[src/rtl/fetch_pkg.sv]
// Shared types and constants for the instruction fetch stage.
package fetch_pkg;

  typedef enum logic [1:0] {
    BOOT  = 2'd0,
    RUN   = 2'd1,
    FAULT = 2'd2
  } fetch_state_t;

  // Canonical RISC-V NOP: addi x0, x0, 0.
  localparam logic [31:0] NOP_INSTR        = 32'h0000_0013;
  localparam logic [31:0] DEFAULT_RESET_PC = 32'h0000_0000;

  typedef struct packed {
    logic [31:0] instr;
    logic [31:0] pc;
    logic [31:0] pc_plus4;
  } if_bundle_t;

endpackage

[src/rtl/fetch_addr_check.sv]
// Flags a fetch address that is misaligned or beyond the instruction memory.
module fetch_addr_check #(
  parameter int unsigned IMEM_DEPTH = 256
) (
  input  logic [31:0] pc,
  output logic        addr_bad
);

  logic [31:0] word_idx;

  assign word_idx = {2'b00, pc[31:2]};
  assign addr_bad = (pc[1:0] != 2'b00) || (word_idx >= 32'(IMEM_DEPTH));

endmodule

[src/rtl/instruction_fetch.sv]
// Single-stage instruction fetch with stall, redirect and optional address check.
// Define IF_ADDR_CHECK_EN to enable alignment/range faults on the fetch address.
module instruction_fetch
  import fetch_pkg::*;
#(
  parameter logic [31:0] RESET_PC   = DEFAULT_RESET_PC,
  parameter int unsigned IMEM_DEPTH = 256
) (
  input  logic        clk,
  input  logic        rst,
  output logic [31:0] imem_addr,
  input  logic [31:0] imem_data,
  input  logic        redirect_valid,
  input  logic [31:0] redirect_pc,
  output logic        if_valid,
  input  logic        if_ready,
  output logic [31:0] if_instr,
  output logic [31:0] if_pc,
  output logic [31:0] if_pc_plus4,
  output logic        if_fault
);

  fetch_state_t state_q, state_d;
  logic [31:0]  pc_q, pc_d;
  logic [31:0]  pc_plus4;
  if_bundle_t   out_q, out_d;
  logic         if_valid_q, if_valid_d;
  logic         if_fault_q, if_fault_d;
  logic         addr_bad;
  logic         can_capture;

  if (IMEM_DEPTH == 0) begin : g_bad_depth
    $error("instruction_fetch: IMEM_DEPTH must be nonzero");
  end

`ifdef IF_ADDR_CHECK_EN
  fetch_addr_check #(
    .IMEM_DEPTH(IMEM_DEPTH)
  ) u_addr_check (
    .pc       (pc_q),
    .addr_bad (addr_bad)
  );
`else
  assign addr_bad = 1'b0;
`endif

  // 32-bit add wraps naturally from 32'hFFFF_FFFC to 0.
  assign pc_plus4    = pc_q + 32'd4;
  assign can_capture = !if_valid_q || if_ready;

  always_comb begin
    // NOTE: every signal gets a default first so no path can infer a latch.
    state_d    = state_q;
    pc_d       = pc_q;
    out_d      = out_q;
    if_valid_d = if_valid_q;
    if_fault_d = if_fault_q;

    if (redirect_valid) begin
      // Redirect wins over stall; any transfer this cycle still completes
      // because the consumer sees if_valid=1 with if_ready=1 at this edge.
      pc_d       = redirect_pc;
      if_valid_d = 1'b0;
      if_fault_d = 1'b0;
      state_d    = RUN;
    end else begin
      unique case (state_q)
        BOOT: state_d = RUN;
        RUN: begin
          if (can_capture) begin
            if (addr_bad) begin
              if_valid_d = 1'b0;
              if_fault_d = 1'b1;
              state_d    = FAULT;
            end else begin
              out_d      = '{instr: imem_data, pc: pc_q, pc_plus4: pc_plus4};
              if_valid_d = 1'b1;
              pc_d       = pc_plus4;
            end
          end
        end
        FAULT: begin
          if_valid_d = 1'b0;
          if_fault_d = 1'b1;
        end
        default: state_d = BOOT;
      endcase
    end
  end

  // NOTE: state registers use non-blocking assignments so every flop samples
  // the pre-edge values, independent of statement order.
  always_ff @(posedge clk) begin
    if (rst) begin
      state_q    <= BOOT;
      pc_q       <= RESET_PC;
      out_q      <= '{instr: NOP_INSTR, pc: 32'h0, pc_plus4: 32'h0};
      if_valid_q <= 1'b0;
      if_fault_q <= 1'b0;
    end else begin
      state_q    <= state_d;
      pc_q       <= pc_d;
      out_q      <= out_d;
      if_valid_q <= if_valid_d;
      if_fault_q <= if_fault_d;
    end
  end

  assign imem_addr   = pc_q;
  assign if_valid    = if_valid_q;
  assign if_instr    = out_q.instr;
  assign if_pc       = out_q.pc;
  assign if_pc_plus4 = out_q.pc_plus4;
  assign if_fault    = if_fault_q;

endmodule

[config.mk]
export PLATFORM = sky130hd
export DESIGN_NAME = instruction_fetch
export DESIGN_NICKNAME = d
export VERILOG_FILES = /design/src/rtl/fetch_pkg.sv /design/src/rtl/fetch_addr_check.sv /design/src/rtl/instruction_fetch.sv
export SDC_FILE = /design/constraint.sdc
export NUM_CORES = 1
export LEC_CHECK = 0
export ABC_CLOCK_PERIOD_IN_PS = 5900
export BUFFER_PORTS_ARGS = -buffer_cell sky130_fd_sc_hd__buf_2
export CORE_MARGIN = 8
export CORE_UTILIZATION = 40
export CTS_CLUSTER_SIZE = 12
export DETAILED_ROUTE_END_ITERATION = 10
export PLACE_DENSITY = 0.75
export SLEW_MARGIN = 30
export SYNTH_ARGS = -nofsm -noshare
export SYNTH_HDL_FRONTEND = slang
export SYNTH_SLANG_ARGS = --single-unit
export TNS_END_PERCENT = 30
[constraint.sdc]
create_clock -name clk -period 5.9 [get_ports clk]
set_input_delay 1.77 -clock clk [delete_from_list [all_inputs] [get_ports clk]]
set_output_delay 1.77 -clock clk [all_outputs]
set_load 0.01 [all_outputs]
== Yosys cells after proc, flatten, opt, wreduce, memory -nomap -nowiden ==
Index checks and enable logic that the tools add are counted.

* Bits in registers: 132
* Output and inout bits: 130

* Add/sub/neg operators: 1
* Eq/ne operators: 4
* Mux-type cells: 7
* Bitwise operators: 1
* Reductions and logical operators: 11

{| class="wikitable"
|+ Operators by type and width
! cell !! number
|-
| $mux 32 || 3
|-
| $add 32x3->32 const B || 1
|-
| $reduce_bool 2->1 || 3
|-
| $pmux 2 s2 || 1
|-
| $reduce_and 2->1 || 2
|-
| $reduce_or 2->1 || 2
|-
| $reduce_and 3->1 || 1
|-
| $eq 2x1->1 const B || 1
|-
| $eq 2x2->1 const B || 1
|-
| $logic_not 2->1 || 1
|-
| $mux 1 || 2
|-
| $ne 2x1->1 const B || 1
|-
| $ne 2x2->1 const B || 1
|-
| $pmux 1 s2 || 1
|-
| $logic_not 1->1 || 1
|-
| $logic_or 1x1->1 || 1
|-
| $not 1->1 || 1
|}

== Depth between registers and ports, before layout ==
Gate-level depths: netlist of run 1.

* Depth after elaboration: 5
* Depth in mapped cells: 7
* Depth with buffers taken out: 5

== Worst setup path before layout of run 1 ==
No wires, ideal clock.

* Kind: input-to-reg
* From: input port if_ready
* To: register pc_q[31] (netlist: imem_addr[31])
* Library setup time: 0.091 ns
* Data arrival time: 3.153 ns
* Data required time: 5.809 ns
* Slack: 2.656 ns
* Stages: 5
* Buffers on the path: 1
* Path through: nor2b_1 or4_1 clkbuf_2 or4_1 a311oi_1

* Longest elaborated chain between the ends: 3

{| class="wikitable"
|+ RTL lines
! element !! RTL line !! RTL
|-
| start: declaration || instruction_fetch.sv:16 || <nowiki>input logic if_ready,</nowiki>
|-
| $logic_or 1x1->1 || instruction_fetch.sv:49 || <nowiki>assign can_capture = !if_valid_q || if_ready;</nowiki>
|-
| $reduce_bool 2->1 (no source line) || n/a ||
|-
| $reduce_and 2->1 (no source line) || n/a ||
|-
| end signal: assignment || instruction_fetch.sv:102 || <nowiki>pc_q <= pc_d;</nowiki>
|-
| end: declaration || instruction_fetch.sv:24 || <nowiki>logic [31:0] pc_q, pc_d;</nowiki>
|}

No other way between the ends.
A chain may end at the register's enable or synchronous reset.

== Worst setup path in the final report of run 1 ==
* From: input port redirect_valid
* To: register out_q (netlist bit if_pc_plus4[5])

* Longest elaborated chain between the ends: 2

{| class="wikitable"
|+ RTL lines
! element !! RTL line !! RTL
|-
| start: declaration || instruction_fetch.sv:13 || <nowiki>input logic redirect_valid,</nowiki>
|-
| $not 1->1 (no source line) || n/a ||
|-
| $reduce_and 3->1 (no source line) || n/a ||
|-
| end signal: assignment || instruction_fetch.sv:97 || <nowiki>out_q <= '{instr: NOP_INSTR, pc: 32'h0, pc_plus4: 32'h0};</nowiki>
|-
| end signal: assignment || instruction_fetch.sv:103 || <nowiki>out_q <= out_d;</nowiki>
|-
| end: declaration || instruction_fetch.sv:26 || <nowiki>if_bundle_t out_q, out_d;</nowiki>
|}

No other way between the ends.

==> summary.txt, run 1 <==
Run status
  • Outcome: completed

Floorplanning
  • Die area: 18100 um2
  • Die span in x: 134 um
  • I/O pin count: 198
  • Starting density of the core: 40.7%
  • Total number of placement rows: 43
  • Die Ht: 134 um
  • Core box area: 13800 um2

GRT
  • Wire length of the first global-routing pass: 28500 um
  • Number of global-route vias before repair: 5278
  • GRT overflow: 0
  • GRT Overall Usage: 19.7%
  • Antenna violations before repair: 2
  • Maximum number of pins on one net before global-route repair: 87

Setup path
  • Worst flop-to-flop path startpoint: imem_addr[5]
  • Critical path launch point: redirect_valid
  • Type of destination of the critical path: flop
  • Worst reg2reg path depth: 4
  • WS Path Type: in2reg
  • Arrival time reported for the critical path endpoint: 3640 ps
  • Worst endpoint required time: 6240 ps
  • Kind of launch point of the worst setup path: input pin
  • Max FO, Critical Path: 86

Timing
  • Minimum period implied by the final worst setup slack: 3300 ps
  • Setup repair after global routing missed its margin: false
  • Smallest hold slack: 450 ps
  • Slew at the pin closest to its max-slew limit: 889 ps
  • Setup TNS: 0 ps
  • Final critical-path setup slack: 2600 ps
  • Post-route fraction of the period consumed by the critical path: 56.0%
  • # setup viols final: 0
  • Number of endpoints with negative hold slack in the final report: 0
  • Maximum frequency from static timing analysis: 0.303 GHz
  • Max_slew headroom: 40.2%
  • Final clock skew: 14.7 ps
  • Final slew viol count: 0

Final layout
  • Post-synthesis to final-layout area growth: 28.8%
  • Area of all sequential standard cells: 2560 um2
  • Number of nets in the finished design: 919
  • # fillers: 1372
  • Share of layout cells above drive strength 1: 28.0%
  • Area of combinational cells with multiple inputs: 2730 um2

Route
  • Count of vias placed by the detailed router: 5628
  • Number of vias per cell: 5.40
  • Count of unresolved DRC violations after routing: 0
  • Detailed-route wire length: 18100 um
  • 1st-pass router iterations: 5
  • Number of DRC markers in iteration 0: 542
  • Wire per inst: 17.3 um
  • Number of routed nets with antenna violations: 0

Synth
  • Most frequent cells after synthesis: sky130_fd_sc_hd__nand2_1 (148), sky130_fd_sc_hd__dfxtp_1 (128), sky130_fd_sc_hd__a21oi_1 (66)
  • Synthesized flop and latch total: 128
  • Most frequent cell after synthesis: sky130_fd_sc_hd__nand2_1
  • Post-synth EDFFs: 0
  • Combined area of all synthesized cells: 5610 um2
  • Area share of xor/xnor cells in the synthesized design: 2.66%
  • Most used DFF post-synth: sky130_fd_sc_hd__dfxtp_1
  • Gate Count Post-Synth: 699
  • Synth Area in Compound Gates: 18.7%
  • Simple-gate share of the synthesized area: 26.5%
  • Proportion of synthesized chip area in sequential cells: 45.7%
  • Avg Inst Size Synth: 8.02 um2
  • Area share of the leading cell type in the synthesized netlist: 45.7%
  • Main combinational cell family by area after synthesis: simple AND/OR/NAND/NOR gates
  • Mux share of post-synthesis cell area: 0.357%
  • Post-Synthesis Net Count: 768
  • Count of synthesis-stage warnings from yosys: 0
  • Library cells used by synthesis: 43
  • Cell types with the largest area share after synthesis: sky130_fd_sc_hd__dfxtp_1 (46%), sky130_fd_sc_hd__nand2_1 (9.9%), sky130_fd_sc_hd__a21oi_1 (5.9%), sky130_fd_sc_hd__a311oi_1 (4.4%), sky130_fd_sc_hd__nor2_1 (4.0%)
  • Area share of fa/ha/maj cells after synthesis: 0.223%
  • Synth async-reset ratio: 0%
  • Cell type contributing the most total cell area after synthesis: sky130_fd_sc_hd__dfxtp_1

Placed design
  • HPWL after detailed placement: 12800 um
  • Global placer's final weighted congestion: 0.791
  • Port Buf Inserts: 196
  • Setup slack after placement: 2130 ps

Clocking
  • Root Buffer: sky130_fd_sc_hd__clkbuf_16
  • Count of hold buffers inserted by post-cts repair: 0
  • Clock latency on the worst-skew pair: 420 ps
  • Worst-path clk slew: 60 ps
  • Clk sink count: 128
  • H-tree levels: 4
  • Inserted Clock Buffers: 17
  • Setup fix buffers added after clock tree synthesis: 0
  • Maximum buffer depth of the clock tree: 2
  • Count of instances resized after the clock tree is built: 0
  • TritonCTS clock tree: yes

Pwr
  • Net switching share of the total power: 23.9%
  • Power per cell area: 328 nW/um2
  • Internal power: 1.80 mW
  • Reported leakage power: 2.93 nW
  • Maximum resistive drop on vdd: 0.000211 V
  • Comb power frac: 9.8%
  • Power dissipated by switching net loads: 564 uW
  • Flop pwr share: 40.8%
  • Total design power: 2.37 mW
  • Fraction of power consumed by the clock network: 49.3%

Min path
  • Worst Hold Launch: if_instr[6]
  • Number of cells on the worst hold path: 2
  • Hold Crit Class: reg2reg

Flow run
  • Max Cap Viol: 0
-- power groups by stage --
stage / Clock, mW / Combinational, mW / Sequential (mW)
after floorplan: 0 / 0.128 / 0.983
after global placement: 0 / 0.232 / 0.982
after detailed placement: 0 / 0.234 / 0.983
after CTS: 1.19 / 0.236 / 0.965
after global routing: 1.22 / 0.259 / 0.973
final: 1.17 / 0.232 / 0.966
-- stage by stage --
step | cell area, um2 | util [%] | cells
after floorplan | 5610 | - | 699
after global placement | 6560 | 47.6 | 1011
after detailed placement | 6560 | 47.6 | 1011
after CTS | 7220 | 52.4 | 1042
after global routing | 7220 | 52.4 | 1043
final | 7220 | 52.4 | 1043
-- cells by family (layout without fill, tap and decap cells) --
kind of cell | after synthesis | after routing
AO/OA/AOI/OAI | 159 | 159
XOR/XNOR | 17 | 17
adder cells (fa/ha/maj) | 1 | 1
buffers and inverters | 74 | 237
flip-flops | 128 | 128
multiplexers | 2 | 2
other | 1 | 2
AND/OR/NAND/NOR | 317 | 317
-- layout make-up --
cell class                 count  area share [%]
sequential                   128            35.5
tap                          180            3.12
antenna                        1          0.0347
multi-input combinational    497            37.8
inverter                       5           0.260
timing repair buffer         201            14.1
clock buffer                  23            6.76
clock inverter                 8            2.43
-- layout by cell type (no fill, tap or decap), drive strengths merged, types with 16 or more instances in the layout --
cell type,synthesis,routed
o31ai,17,17
or4,20,20
a211oi,21,21
dfxtp,128,128
clkbuf,47,23
nor4,16,16
a311oi,28,28
nor2,59,59
nand2,149,149
a21oi,66,66
buf,22,201
-- metal layers --
metal  track usage [%]  part of all wire, %  vias to the layer above
met1              25.1                   44                     2579
li1                  -                    -                     2799
met5                 0                0.072                        -
met4              8.05                  2.0                        2
met3              6.32                  7.7                       28
met2              30.1                   46                      220
-- flip-flops by register name, summed over array words and instances (netlist names) --
signal and flops:
if_instr 32, if_pc 32, if_pc_plus4 30, if_valid 1, imem_addr 32, state_q 1
-- worst max-delay path, cell delays in order --
cell	delay [ps]
sky130_fd_sc_hd__buf_2	220
sky130_fd_sc_hd__nor3_2	180
sky130_fd_sc_hd__buf_4	680
sky130_fd_sc_hd__buf_4	480
sky130_fd_sc_hd__nor2_1	90
sky130_fd_sc_hd__a211oi_1	200
-- path summary, 6_finish.rpt --
check | end | slack, ps
worst max-delay path | if_pc_plus4[5] | 2600
worst min-delay path | if_instr[6] | 450
worst max register to register | if_pc_plus4[31] | 3240
worst min register to register | if_instr[6] | 450
Note: power is estimated with default switching activity, not from simulation.
==> run 2: changes to the inputs <==
--- a/config.mk
+++ b/config.mk
@@ -5,7 +5,7 @@
 export SDC_FILE = /design/constraint.sdc
 export NUM_CORES = 1
 export LEC_CHECK = 0
-export ABC_CLOCK_PERIOD_IN_PS = 5900
+export ABC_CLOCK_PERIOD_IN_PS = 3300
 export BUFFER_PORTS_ARGS = -buffer_cell sky130_fd_sc_hd__buf_2
 export CORE_MARGIN = 8
 export CORE_UTILIZATION = 40
==> constraint.sdc (replaced) <==
create_clock -name clk -period 3.3 [get_ports clk]
set_input_delay 0.99 -clock clk [delete_from_list [all_inputs] [get_ports clk]]
set_output_delay 0.99 -clock clk [all_outputs]
set_load 0.01 [all_outputs]
==> run 2 against run 1 <==
  * Critical path type is now reg2reg
  * Global-route usage fell by 0.29 points
  * Sequential share of layout area shrank 0.080 points
  * Combinational power up 88%
  * Sequential power up 78%
  * Flip-flop and latch count is the same
  * Setup slack got worse by 1800 ps
  * Count of clock-buffer cells in the layout decreased by 4
  * Cell count grew 0.67%
  * Clock skew decreased by 7.8 ps
  * Final area is 0.23% higher
  * Critical path depth shrank 1
==> summary.txt, run 2 (synthesized netlist as in run 1, its figures left out) <==
Run status
  • Outcome: completed

Clocking
  • Count of hold buffers inserted by post-cts repair: 0 (unchanged)
  • TritonCTS clock tree: yes
  • Setup fix buffers added after clock tree synthesis: 0 (unchanged)
  • Worst-path clk slew: 60 ps (about the same)
  • Maximum buffer depth of the clock tree: 2 (unchanged)
  • H-tree levels: 4 (unchanged)
  • Clock latency on the worst-skew pair: 420 ps (about the same)
  • Inserted Clock Buffers: 17 (unchanged)
  • Root Buffer: sky130_fd_sc_hd__clkbuf_16
  • Clk sink count: 128 (unchanged)
  • Count of instances resized after the clock tree is built: 0 (unchanged)

Min path
  • Hold Crit Class: reg2reg

GRT
  • GRT Overall Usage: 19.4% (-0.29 points)
  • Number of global-route vias before repair: 5068 (-4.0%)
  • Met3 Resource Use GR: 6.99% (+0.67 points)
  • Most utilized layer in the global route result: met2
  • Met1 Resource Use GR: 24.9% (-0.16 points)
  • Met2 global-route usage: 29.8% (-0.33 points)
  • Maximum number of pins on one net before global-route repair: 117 (+34%)
  • GRT overflow: 0 (unchanged)
  • Antenna violations before repair: 2 (unchanged)
  • Wire length of the first global-routing pass: 27800 um (-2.4%)

Timing
  • Number of endpoints with negative hold slack in the final report: 0 (unchanged)
  • Final clock skew: 6.92 ps (-7.82 ps)
  • Maximum frequency from static timing analysis: 0.400 GHz
  • Smallest hold slack: 450 ps (+0.748 ps)
  • Minimum period implied by the final worst setup slack: 2500 ps
  • Max_slew headroom: 38.8% (-1.4 points)
  • # setup viols final: 0 (unchanged)
  • Slew at the pin closest to its max-slew limit: 909 ps (+20.3 ps)
  • Setup repair after global routing missed its margin: false
  • Post-route fraction of the period consumed by the critical path: 75.8%
  • Final slew viol count: 0 (unchanged)
  • Setup TNS: 0 ps (unchanged)

Floorplanning
  • Die span in x: 134 um (unchanged)
  • I/O pin count: 198 (unchanged)
  • Total number of placement rows: 43 (unchanged)
  • Starting density of the core: 40.7% (unchanged)
  • Core box area: 13800 um2 (unchanged)
  • Die area: 18100 um2 (unchanged)
  • Die Ht: 134 um (unchanged)

Setup path
  • Max FO, Critical Path: 15 (-83%)
  • Chain of cells forming the critical path: ha_1 > and4_1 > nand3_1 > or4_1 > a311oi_1
  • Arrival time reported for the critical path endpoint: 2820 ps (-820 ps)
  • Kind of launch point of the worst setup path: flop
  • Worst endpoint required time: 3620 ps (-2620 ps)
  • WS Path Type: reg2reg
  • Max stage delay cell, worst path: sky130_fd_sc_hd__or4_1
  • Highest cell delay on the worst timing path: 620 ps (-60 ps)
  • Type of destination of the critical path: flop

Final layout
  • Post-synthesis to final-layout area growth: 29.1%
  • Number of nets in the finished design: 926 (+0.76%)
  • # diodes: 0 (-1)
  • Share of layout cells above drive strength 1: 28.7% (+0.78 points)
  • Most frequent cells in the layout: sky130_fd_sc_hd__buf_2 (195), sky130_fd_sc_hd__nand2_1 (148), sky130_fd_sc_hd__dfxtp_1 (128)
  • Most common library cell in the layout ignoring fill and taps: sky130_fd_sc_hd__buf_2

Pwr
  • Reported leakage power: 2.94 nW (+0.26%)
  • Power per cell area: 559 nW/um2 (+71%)
  • Maximum resistive drop on vdd: 0.000349 V (+66%)

Route
  • Count of vias placed by the detailed router: 5639 (+0.20%)
  • Number of routed nets with antenna violations: 0 (unchanged)
  • Wire per inst: 17.1 um (-0.96%)
  • Count of unresolved DRC violations after routing: 0 (unchanged)
  • Number of DRC markers in iteration 0: 467 (-14%)
  • 1st-pass router iterations: 5 (unchanged)
  • Detailed-route wire length: 18000 um (-0.30%)
  • Number of vias per cell: 5.37 (-0.47%)

Flow run
  • Max Cap Viol: 0 (unchanged)

Placed design
  • Port Buf Inserts: 196 (unchanged)
  • Global placer's final weighted congestion: 0.842 (+6.3%)
  • HPWL after detailed placement: 12700 um (-0.58%)
## run 2: cell types whose count changed in the layout (fill, tap and decap cells not counted)
cell	delta
sky130_fd_sc_hd__buf_4	+5
sky130_fd_sc_hd__clkbuf_8	-3
sky130_fd_sc_hd__clkinv_2	+3
sky130_fd_sc_hd__clkinvlp_4	+3
sky130_fd_sc_hd__buf_12	+2
sky130_fd_sc_hd__bufinv_16	-2
sky130_fd_sc_hd__clkbuf_1	-1
sky130_fd_sc_hd__clkinv_4	+1
sky130_fd_sc_hd__diode_2	-1
## run 2: routing by layer
| layer | up-vias | part of all wire [%] |
|---|---|---|
| met2 | 194 | 45 |
| met1 | 2603 | 45 |
| met5 | - | 0.13 |
| li1 | 2813 | - |
| met3 | 25 | 7.7 |
| met4 | 4 | 1.5 |
## run 2: critical path, delay by kind of cell, from the launching register on
kind | cells | cell delay [ps]
fa+ha+maj | 1 | 320
compound gates | 1 | 260
flops | 1 | 450
simple gates | 3 | 1360
## run 2: per-stage QoR
step / std cells / setup slack (ps) / area [um2] / power, mW / utilization [%]
finish: 1050 / 798 / 7240 / 4.05 / 52.6
global route: 1050 / 623 / 7240 / 4.22 / 52.6
CTS: 1050 / 817 / 7240 / 4.08 / 52.6
global placement: 1018 / 647 / 6630 / 2.18 / 48.2
floorplan: 699 / 836 / 5610 / 1.99 / -
detailed placement: 1018 / 653 / 6630 / 2.19 / 48.2
## run 2: path summary, 6_finish.rpt
check	startpoint	cells after the start	end	slack, ps
max	imem_addr[3]	5	if_pc_plus4[20]	800
min reg2reg	if_instr[15]	2	if_instr[15]	450
max reg2reg	imem_addr[3]	5	if_pc_plus4[20]	800
min	if_instr[15]	2	if_instr[15]	450
## run 2: final cells by class
cell class                      count  area (um2)
Clock buffer                       19         443
Inverter                            5        18.8
Fill cell                        1354        6540
Tap cell                          180         225
Sequential cell                   128        2560
Multi-Input combinational cell    497        2730
Timing Repair Buffer              208        1100
Clock inverter                     13         161
## run 2: where the power goes
group / internal, mW / switching [mW] / total, mW
Combinational: 0.177 / 0.258 / 0.435
Sequential: 1.63 / 0.0862 / 1.72
Clock: 1.21 / 0.689 / 1.89
==> run 3: changes to the inputs <==
--- a/config.mk
+++ b/config.mk
@@ -5,7 +5,7 @@
 export SDC_FILE = /design/constraint.sdc
 export NUM_CORES = 1
 export LEC_CHECK = 0
-export ABC_CLOCK_PERIOD_IN_PS = 3300
+export ABC_CLOCK_PERIOD_IN_PS = 2480
 export BUFFER_PORTS_ARGS = -buffer_cell sky130_fd_sc_hd__buf_2
 export CORE_MARGIN = 8
 export CORE_UTILIZATION = 40
==> constraint.sdc (replaced) <==
create_clock -name clk -period 2.48 [get_ports clk]
set_input_delay 0.744 -clock clk [delete_from_list [all_inputs] [get_ports clk]]
set_output_delay 0.744 -clock clk [all_outputs]
set_load 0.01 [all_outputs]
==> run 3 against run 2 <==
  * Maximum frequency rose by 15%
  * Critical path type unchanged
  * First-iteration DRC count fell by 25%
  * Critical path depth did not move
  * Cell count rose by 2.3%
  * Global-route usage rose by 0.089 points
  * Die area did not move
==> summary.txt, run 3 (synthesized netlist as in run 1, its figures left out) <==
Run status
  • Outcome: completed

Route
  • Number of vias per cell: 5.34 (-0.50%)
  • Wire per inst: 17.1 um (-0.19%)
  • Number of routed nets with antenna violations: 0 (unchanged)
  • Count of unresolved DRC violations after routing: 0 (unchanged)
  • Detailed-route wire length: 18400 um (+2.1%)
  • 1st-pass router iterations: 5 (unchanged)
  • Count of vias placed by the detailed router: 5739 (+1.8%)
  • Number of DRC markers in iteration 0: 348 (-25%)

Setup path
  • Cell mode on critical path: sky130_fd_sc_hd__or4_1
  • Max stage delay cell, worst path: sky130_fd_sc_hd__or4_1
  • Max FO, Critical Path: 11 (-4)
  • Worst endpoint required time: 2800 ps (-820 ps)
  • Highest cell delay on the worst timing path: 540 ps (-80 ps)
  • WS Path Type: reg2reg
  • Kind of launch point of the worst setup path: flop
  • Arrival time reported for the critical path endpoint: 2500 ps (-320 ps)
  • Type of destination of the critical path: flop
  • Chain of cells forming the critical path: nand4_1 > buf_4 > or4_1 > or4_1 > a311oi_1

Floorplanning
  • Die span in x: 134 um (unchanged)
  • Die Ht: 134 um (unchanged)
  • Total number of placement rows: 43 (unchanged)
  • Starting density of the core: 40.7% (unchanged)
  • Die area: 18100 um2 (unchanged)
  • I/O pin count: 198 (unchanged)
  • Core box area: 13800 um2 (unchanged)

Flow run
  • Max Cap Viol: 0 (unchanged)

Timing
  • Max_slew headroom: 58.8% (+20 points)
  • Post-route fraction of the period consumed by the critical path: 87.7% (+12 points)
  • Maximum frequency from static timing analysis: 0.460 GHz (+15%)
  • Final slew viol count: 0 (unchanged)
  • Minimum period implied by the final worst setup slack: 2180 ps (-326 ps)
  • Slew at the pin closest to its max-slew limit: 613 ps (-297 ps)
  • Smallest hold slack: 450 ps (-0.621 ps)
  • # setup viols final: 0 (unchanged)
  • Number of endpoints with negative hold slack in the final report: 0 (unchanged)
  • Setup TNS: 0 ps (unchanged)
  • Final clock skew: 5.84 ps (-1.08 ps)
  • Setup repair after global routing missed its margin: false

Final layout
  • Number of nets in the finished design: 949 (+2.5%)
  • Most common library cell in the layout ignoring fill and taps: sky130_fd_sc_hd__buf_2
  • Post-synthesis to final-layout area growth: 33.2%
  • Share of layout cells above drive strength 1: 30.3% (+1.6 points)
  • Most frequent cells in the layout: sky130_fd_sc_hd__buf_2 (195), sky130_fd_sc_hd__nand2_1 (148), sky130_fd_sc_hd__dfxtp_1 (128)

Clocking
  • Inserted Clock Buffers: 17 (unchanged)
  • TritonCTS clock tree: yes
  • Maximum buffer depth of the clock tree: 2 (unchanged)
  • Count of instances resized after the clock tree is built: 0 (unchanged)
  • Worst-path clk slew: 50 ps (about the same)
  • Root Buffer: sky130_fd_sc_hd__clkbuf_16
  • Clk sink count: 128 (unchanged)
  • Clock latency on the worst-skew pair: 410 ps (about the same)
  • Setup fix buffers added after clock tree synthesis: 0 (unchanged)
  • H-tree levels: 4 (unchanged)
  • Count of hold buffers inserted by post-cts repair: 0 (unchanged)

GRT
  • Wire length of the first global-routing pass: 28200 um (+1.6%)
  • Maximum number of pins on one net before global-route repair: 117 (unchanged)
  • GRT overflow: 0 (unchanged)
  • GRT Overall Usage: 19.5% (+0.089 points)
  • Number of global-route vias before repair: 5289 (+4.4%)
  • Antenna violations before repair: 2 (unchanged)

Pwr
  • Maximum resistive drop on vdd: 0.000436 V (+25%)
  • Reported leakage power: 3.08 nW (+4.8%)
  • Total design power: 5.52 mW (+36%)
  • Power per cell area: 739 nW/um2 (+32%)

Min path
  • Hold Crit Class: reg2reg

Placed design
  • HPWL after detailed placement: 13200 um (+4.2%)
  • Port Buf Inserts: 196 (unchanged)
  • Global placer's final weighted congestion: 0.839 (-0.30%)
-- run 3: cell types whose count changed in the layout (fill, tap and decap cells not counted) --
cell	change
sky130_fd_sc_hd__clkinv_4	-1
sky130_fd_sc_hd__clkbuf_8	+1
sky130_fd_sc_hd__clkinvlp_4	-2
sky130_fd_sc_hd__bufinv_16	+1
sky130_fd_sc_hd__diode_2	+1
sky130_fd_sc_hd__clkbuf_1	+2
sky130_fd_sc_hd__buf_12	+3
sky130_fd_sc_hd__inv_6	-1
sky130_fd_sc_hd__buf_4	+20
-- run 3: cell type report --
cell class / count / area [um2]
Fill cell: 1340 / 6300
Sequential cell: 128 / 2560
Timing Repair Buffer: 231 / 1310
Multi-Input combinational cell: 497 / 2730
Clock buffer: 22 / 464
Antenna cell: 1 / 2.50
Inverter: 5 / 18.8
Tap cell: 180 / 225
Clock inverter: 10 / 159
-- run 3: report_power, final --
part	total [mW]	switching [mW]	internal [mW]
sequential	2.26	0.0891	2.17
clock	2.62	0.887	1.73
combinational	0.642	0.376	0.265
-- run 3: stage by stage --
| step | std cells | setup WS, ps | utilization [%] | area, um2 |
|---|---|---|---|---|
| global route | 1074 | 160 | 54.2 | 7470 |
| global placement | 1041 | 125 | 49.7 | 6840 |
| detailed placement | 1041 | 119 | 49.7 | 6840 |
| CTS | 1073 | 313 | 54.2 | 7470 |
| floorplan | 699 | 262 | - | 5610 |
| finish | 1074 | 304 | 54.2 | 7470 |
-- run 3: worst paths after layout --
kind                      start  slack (ps)            end  depth (start not counted)
setup reg to reg  imem_addr[14]         300  imem_addr[31]                          5
hold reg to reg       if_pc[30]         450      if_pc[30]                          2
setup / recovery  imem_addr[14]         300  imem_addr[31]                          5
hold / removal        if_pc[30]         450      if_pc[30]                          2
-- run 3: worst max-delay path, delay by kind of cell (launching register included) --
family,cells,cell delay [ps]
compound gates,1,240
simple gates,3,1180
buf+inv,1,190
flops,1,480
-- run 3: layer usage --
metal	vias to the layer above	global-route usage (%)	wire (um)
met5	-	0	12
met4	2	9.54	486
met3	30	5.76	1420
met2	225	29.7	8280
met1	2616	24.7	8170
li1	2866	-	-
